**src/rtl/water_tank_controller_if.sv**
```systemverilog
// Tank sensor/actuator bundle shared by the level controller and its environment.
// master: the plant side (drives sensors and the fault acknowledge).
// slave : the controller side (drives level, pump and fault).
interface water_tank_controller_if;
  logic       low_sensor;
  logic       high_sensor;
  logic       fault_clear;
  logic [1:0] water_box;
  logic       pump;
  logic       fault;

  modport master (
    output low_sensor, high_sensor, fault_clear,
    input  water_box, pump, fault
  );

  modport slave (
    input  low_sensor, high_sensor, fault_clear,
    output water_box, pump, fault
  );
endinterface

```
**src/rtl/water_tank_controller.sv**
```systemverilog
// Water tank level controller.
// Synchronizes and debounces the low/high float switches, decodes the tank
// level, and runs an IDLE/FILL/FAULT pump FSM with registered outputs.
// Optional feature: define WATER_TANK_TIMEOUT_EN to add the fill timeout
// (FILL lasting too long raises a fault). Without it FILL_TIMEOUT is unused.
module water_tank_controller #(
  parameter int DEBOUNCE_CYCLES = 4,
  parameter int FILL_TIMEOUT    = 1000
) (
  input  logic                    clk,
  input  logic                    rst_n,
  water_tank_controller_if.slave  tank
);

  localparam int DB_W = (DEBOUNCE_CYCLES > 1) ? $clog2(DEBOUNCE_CYCLES) : 1;
  localparam int ST_W = $clog2(DEBOUNCE_CYCLES + 2);

  typedef enum logic [1:0] {
    ST_IDLE  = 2'd0,
    ST_FILL  = 2'd1,
    ST_FAULT = 2'd2
  } state_t;

  // bit 0 = low switch, bit 1 = high switch
  logic [1:0] sensor_raw;
  logic [1:0] sensor_db;

  assign sensor_raw = {tank.high_sensor, tank.low_sensor};

  for (genvar gi = 0; gi < 2; gi++) begin : g_sensor
    logic            sync1_reg;
    logic            sync2_reg;
    logic            accepted_reg;
    logic [DB_W-1:0] db_cnt_reg;

    // Two-flop synchronizer, then accept a new value only after it has
    // differed from the accepted one for DEBOUNCE_CYCLES samples in a row.
    always_ff @(posedge clk or negedge rst_n) begin
      if (!rst_n) begin
        sync1_reg    <= 1'b0;
        sync2_reg    <= 1'b0;
        accepted_reg <= 1'b0;
        db_cnt_reg   <= '0;
      end else begin
        sync1_reg <= sensor_raw[gi];
        sync2_reg <= sync1_reg;
        if (sync2_reg != accepted_reg) begin
          if (db_cnt_reg == DB_W'(DEBOUNCE_CYCLES - 1)) begin
            accepted_reg <= sync2_reg;
            db_cnt_reg   <= '0;
          end else begin
            db_cnt_reg <= db_cnt_reg + 1'b1;
          end
        end else begin
          db_cnt_reg <= '0;
        end
      end
    end

    assign sensor_db[gi] = accepted_reg;
  end

  // Ready once the synchronizers have filled and one full debounce window of
  // samples has been taken from both sensors; until then the level is unproven.
  logic [ST_W-1:0] start_cnt_reg;
  logic            ready_reg;

  // Startup window counter and ready flag.
  always_ff @(posedge clk or negedge rst_n) begin
    if (!rst_n) begin
      start_cnt_reg <= '0;
      ready_reg     <= 1'b0;
    end else if (!ready_reg) begin
      if (start_cnt_reg == ST_W'(DEBOUNCE_CYCLES + 1)) begin
        ready_reg <= 1'b1;
      end else begin
        start_cnt_reg <= start_cnt_reg + 1'b1;
      end
    end
  end

  logic level_empty;
  logic level_full;
  logic level_bad;

  assign level_empty = !sensor_db[0] && !sensor_db[1];
  assign level_full  =  sensor_db[0] &&  sensor_db[1];
  assign level_bad   = !sensor_db[0] &&  sensor_db[1];

  state_t state_reg;
  state_t state_next;
  logic   fill_timeout;

`ifdef WATER_TANK_TIMEOUT_EN
  localparam int TMO_W = $clog2(FILL_TIMEOUT);

  logic [TMO_W-1:0] tmo_cnt_reg;
  logic             fill_first_reg;

  // Fill timeout: cleared in the first FILL cycle, then counts FILL cycles.
  always_ff @(posedge clk or negedge rst_n) begin
    if (!rst_n) begin
      tmo_cnt_reg    <= '0;
      fill_first_reg <= 1'b0;
    end else begin
      fill_first_reg <= (state_next == ST_FILL) && (state_reg != ST_FILL);
      if ((state_reg != ST_FILL) || fill_first_reg) begin
        tmo_cnt_reg <= '0;
      end else begin
        tmo_cnt_reg <= tmo_cnt_reg + 1'b1;
      end
    end
  end

  assign fill_timeout = (state_reg == ST_FILL) &&
                        (tmo_cnt_reg == TMO_W'(FILL_TIMEOUT - 1));
`else
  assign fill_timeout = 1'b0;
`endif

  // Next-state logic; within FILL implausible beats full, full beats timeout.
  always_comb begin
    state_next = state_reg;
    case (state_reg)
      ST_IDLE: begin
        if (level_bad) begin
          state_next = ST_FAULT;
        end else if (level_empty && ready_reg) begin
          state_next = ST_FILL;
        end
      end
      ST_FILL: begin
        if (level_bad) begin
          state_next = ST_FAULT;
        end else if (level_full) begin
          state_next = ST_IDLE;
        end else if (fill_timeout) begin
          state_next = ST_FAULT;
        end
      end
      ST_FAULT: begin
        if (tank.fault_clear && !level_bad) begin
          state_next = ST_IDLE;
        end
      end
      default: state_next = ST_IDLE;
    endcase
  end

  logic [1:0] water_box_reg;
  logic       pump_reg;
  logic       fault_reg;

  // State register plus Moore outputs registered alongside it.
  always_ff @(posedge clk or negedge rst_n) begin
    if (!rst_n) begin
      state_reg     <= ST_IDLE;
      water_box_reg <= 2'b00;
      pump_reg      <= 1'b0;
      fault_reg     <= 1'b0;
    end else begin
      state_reg <= state_next;
      pump_reg  <= (state_next == ST_FILL);
      fault_reg <= (state_next == ST_FAULT);
      if (level_bad || (state_next == ST_FAULT)) begin
        water_box_reg <= 2'b00;
      end else begin
        // empty -> 00, medium -> 10, full -> 11
        water_box_reg <= {sensor_db[0], sensor_db[1]};
      end
    end
  end

  assign tank.water_box = water_box_reg;
  assign tank.pump      = pump_reg;
  assign tank.fault     = fault_reg;

endmodule

```
**src/flat_wrapper.sv**
```systemverilog
// flat-port wrapper written by rule: the top's interface ports become plain ports
module water_tank_controller_flat 
#(
  parameter int DEBOUNCE_CYCLES = 4,
  parameter int FILL_TIMEOUT    = 1000
)
  (clk, rst_n, tank_low_sensor, tank_high_sensor, tank_fault_clear, tank_water_box, tank_pump, tank_fault);
  water_tank_controller_if tank_i ();
  input  logic clk;
  input  logic rst_n;
  input wire logic [$bits(tank_i.low_sensor)-1:0] tank_low_sensor;
  input wire logic [$bits(tank_i.high_sensor)-1:0] tank_high_sensor;
  input wire logic [$bits(tank_i.fault_clear)-1:0] tank_fault_clear;
  output wire logic [$bits(tank_i.water_box)-1:0] tank_water_box;
  output wire logic [$bits(tank_i.pump)-1:0] tank_pump;
  output wire logic [$bits(tank_i.fault)-1:0] tank_fault;
  assign tank_i.low_sensor = tank_low_sensor;
  assign tank_i.high_sensor = tank_high_sensor;
  assign tank_i.fault_clear = tank_fault_clear;
  assign tank_water_box = tank_i.water_box;
  assign tank_pump = tank_i.pump;
  assign tank_fault = tank_i.fault;
  water_tank_controller #(.DEBOUNCE_CYCLES(DEBOUNCE_CYCLES), .FILL_TIMEOUT(FILL_TIMEOUT)) u_core (.clk(clk), .rst_n(rst_n), .tank(tank_i));
endmodule
```
**config.mk**
```make
export PLATFORM = sky130hd
export DESIGN_NAME = water_tank_controller_flat
export DESIGN_NICKNAME = d
export VERILOG_FILES = /design/src/rtl/water_tank_controller_if.sv /design/src/rtl/water_tank_controller.sv /design/src/flat_wrapper.sv
export SDC_FILE = /design/constraint.sdc
export NUM_CORES = 1
export LEC_CHECK = 0
export ABC_AREA = 1
export CAP_MARGIN = 40
export CORE_MARGIN = 5
export CORE_UTILIZATION = 46
export DETAILED_ROUTE_END_ITERATION = 8
export PLACE_DENSITY = 0.7
export SLEW_MARGIN = 20
export SYNTH_ARGS = -nofsm -noshare
export SYNTH_HDL_FRONTEND = slang
export SYNTH_SLANG_ARGS = --single-unit
```
**constraint.sdc**
```tcl
create_clock -name clk -period 1 [get_ports clk]
set_input_delay 0.2 -clock clk [delete_from_list [all_inputs] [get_ports clk]]
set_output_delay 0.2 -clock clk [all_outputs]
set_load 0.01 [all_outputs]
```
==> impl_results.md <==
* First-pass GRT wire length at 2.10 mm
* Count of state elements after synthesis at 20
* Maximum clock rate at 0.918 GHz
* Wire length per cell at 11.2 um
* Die area at 2570 sq um
* Nets at 95
* Synth Cell Area at 762 sq um
* Largest register FFs at 4
* Crit path cell chain: buf_4 -> ha_1 -> xor2_1 -> nand2_1 -> nand2_2
* Initial antenna violation count at 0
* R2R depth at 5
* Placed insts at 95
* Vias at 490
* Pre-antenna DRT Iters at 4
* Max Slew Vio Count at 0
* Setup Skew at 3.66 ps
* Final Setup Violations at 3
* Initial Utilization at 49.4%
* RR Startpoint: u_core.start_cnt_reg[1]$_DFFE_PN0P_
* Yosys warns at 0
* Post-route setup slack at -89.3 ps
* Root Driver: clkbuf_4
* CP Launch Point: u_core.start_cnt_reg[1]$_DFFE_PN0P_
* Crit path required time at 1190 ps
* Netlist cell types at 14
* Pleak at 0.458 nW
* Slew @ Worst Pin at 329 ps
* Crit start category: register
* RSZ-0062 raised after global routing: true
* Die Wd at 50.7 um
* Core footprint at approximately 1500 sq um
* Final antenna-violating net count at 0
* Avg Vias per Cell at slightly below 5
* GRT overflow at 0
* All-Layer GR Usage at 10.6%
* Pwr/cell area at 2310 nW/um^2
* I/O Pins at 9
* Hold Path Class: primary input to async pin
* CTS Buf Count at 3
* Stages on worst setup path at 5
* N_diodes at 0
* Failing checks: setup timing
* Hold Fails Final Rpt at 0
* HPWL after detailed placement at between 800 and 900 um
* Slowest cell on the critical path: dfrtp_1
* Design Area, Final at 960 sq um
* Share of cells above drive strength 1 at 32.1%
* Fin cells at 100
* Crit-path max cell delay at 400 ps
* WHS at 239 ps
* Maximum root-to-sink buffer count at 2
* Mapped Nets at between 70 and 80
* Worst Path Max Fanout at 2
* Clock Pin Slew Worst Setup and Hold Paths at 100 ps
* Crit path capture type: register
* Slew headroom at 77.9%
* CTS tree: yes
* Cells after synthesis at 67
* Crit Path Class: register to register
* Max_cap viols at 0
* Input/output buffers at 8
* CP top delay family: flip-flops
* DRC viols at 0
* Post-Place Setup Slack at -91.8 ps
* Seq/Total Area, Yosys at 65.7%
* VDD IR-drop max at 0.00123 V
* Min Clock Period, post-route at 1090 ps
* GP Congestion at 0.724
* P&R area growth vs syn at 25.9%
* Clock Latency Late Sink at roughly 280 ps
* Outcome: complete, but fails checks
* Vias in the first global route at 518
* Crit path DAT at around 1300 ps
* Routed wire length at 1.12 mm
* H-tree levels at 1
* Synthesized area per cell at 11.4 sq um
* Die H at 50.7 um
* Core Rows at 14
* Total design power at 2.21 mW
* Initial DRC count at 3
* Clk sink count at 20
* Dpl cell area at approximately 910 sq um
* Period utilisation layout at 109%
* CP bufs+invs at 1
* Pin count of the biggest net entering global routing at 21
-- synthesized netlist by cell type --
| cell type | n | area, sq um |
|---|---|---|
| a21oi_1 | 2 | 10.0 |
| a21oi_2 | 1 | 8.76 |
| a21oi_4 | 1 | 16.3 |
| dfrtp_1 | 20 | 500 |
| ha_1 | 4 | 50.1 |
| inv_1 | 10 | 37.5 |
| nand2_1 | 11 | 41.3 |
| nand2_2 | 1 | 6.26 |
| nor2_1 | 6 | 22.5 |
| nor3_1 | 2 | 10.0 |
| o21ai_0 | 4 | 20.0 |
| or2_2 | 2 | 12.5 |
| xnor2_1 | 2 | 17.5 |
| xor2_1 | 1 | 8.76 |
-- cell type report --
cell class                      count  area, sq um
Clock buffer                        3         22.5
Timing Repair Buffer               14          118
Fill cell                         136          582
Sequential cell                    20          500
Inverter                           10         37.5
Multi-Input combinational cell     37          262
Tap cell                           16         20.0
-- per-layer routing --
metal	vias up	track usage, %	wire (um)
met4	0	5.11	0
met2	9	16.3	555
li1	241	-	-
met5	-	0	0
met3	0	3.85	78
met1	240	13.0	487
-- logic make-up after synthesis --
| group | synth area share, % |
|---|---|
| buffers and inverters | 4.93 |
| AOI/OAI and AO/OA | 7.23 |
| xor gates and xnor gates | 3.45 |
| adders and majority gates | 6.57 |
| DFF | 65.7 |
| and+or+nand+nor | 12.2 |
-- where the power goes --
group          switching, mW  internal [mW]  total [mW]
registers              0.126           1.03        1.16
logic                  0.349          0.351       0.700
clock network          0.215          0.140       0.355
-- per-stage QoR --
step | TNS [ps] | util [%]
3_5_place_dp | -497 | 58.8
2_1_floorplan | 0 | -
4_1_cts | -185 | 59.7
3_3_place_gp | -294 | 58.8
6_report | -193 | 62.3
5_1_grt | -657 | 62.3
-- worst register-to-register path, cell delays in order, from the launching register on --
cell	delay (ps)
dfrtp_1	400
buf_4	130
ha_1	170
xor2_1	150
nand2_1	80
nand2_2	50
-- worst paths after layout --
kind                       slack [ps]                                         end
hold reg to reg                   360      u_core.g_sensor[1].sync2_reg$_DFF_PN0_
hold / removal                    240  u_core.g_sensor[0].db_cnt_reg[0]$_DFF_PN0_
setup / recovery                  -90         u_core.start_cnt_reg[2]$_DFFE_PN0P_
min in group clk                  340      u_core.g_sensor[0].sync1_reg$_DFF_PN0_
max in group asynchronous         630                 u_core.tank.fault$_DFF_PN0_
setup reg to reg                  -90         u_core.start_cnt_reg[2]$_DFFE_PN0P_
-- cell usage in the layout (no fill, tap or decap) --
cell             netlist  layout
dfrtp_1               20      20
nand2_1               11       9
inv_1                 10       8
buf_4                  0       5
nor2_1                 6       4
clkdlybuf4s50_1        0       4
buf_2                  0       4
nand2_2                1       3
o21ai_0                4       3
clkbuf_4               0       3
inv_2                  0       2
a21oi_1                2       2
nor3_1                 2       2
or2_4                  0       2
xnor2_1                2       2
ha_2                   0       2
a21oi_2                1       1
nor2_2                 0       1
nor2_4                 0       1
a21oi_4                1       1
xor2_1                 1       1
o21ai_1                0       1
ha_4                   0       1
ha_1                   4       1
buf_12                 0       1
-- repair_timing --
item | 4_1_cts | 5_1_grt
resized for setup | 20 | 8
pin swaps | 4 | 5
setup endpoints to repair | 9 | 12
hold buffers | 0 | 0
setup buffers | 0 | 2
No activity file was read; power rests on OpenSTA's default activity.
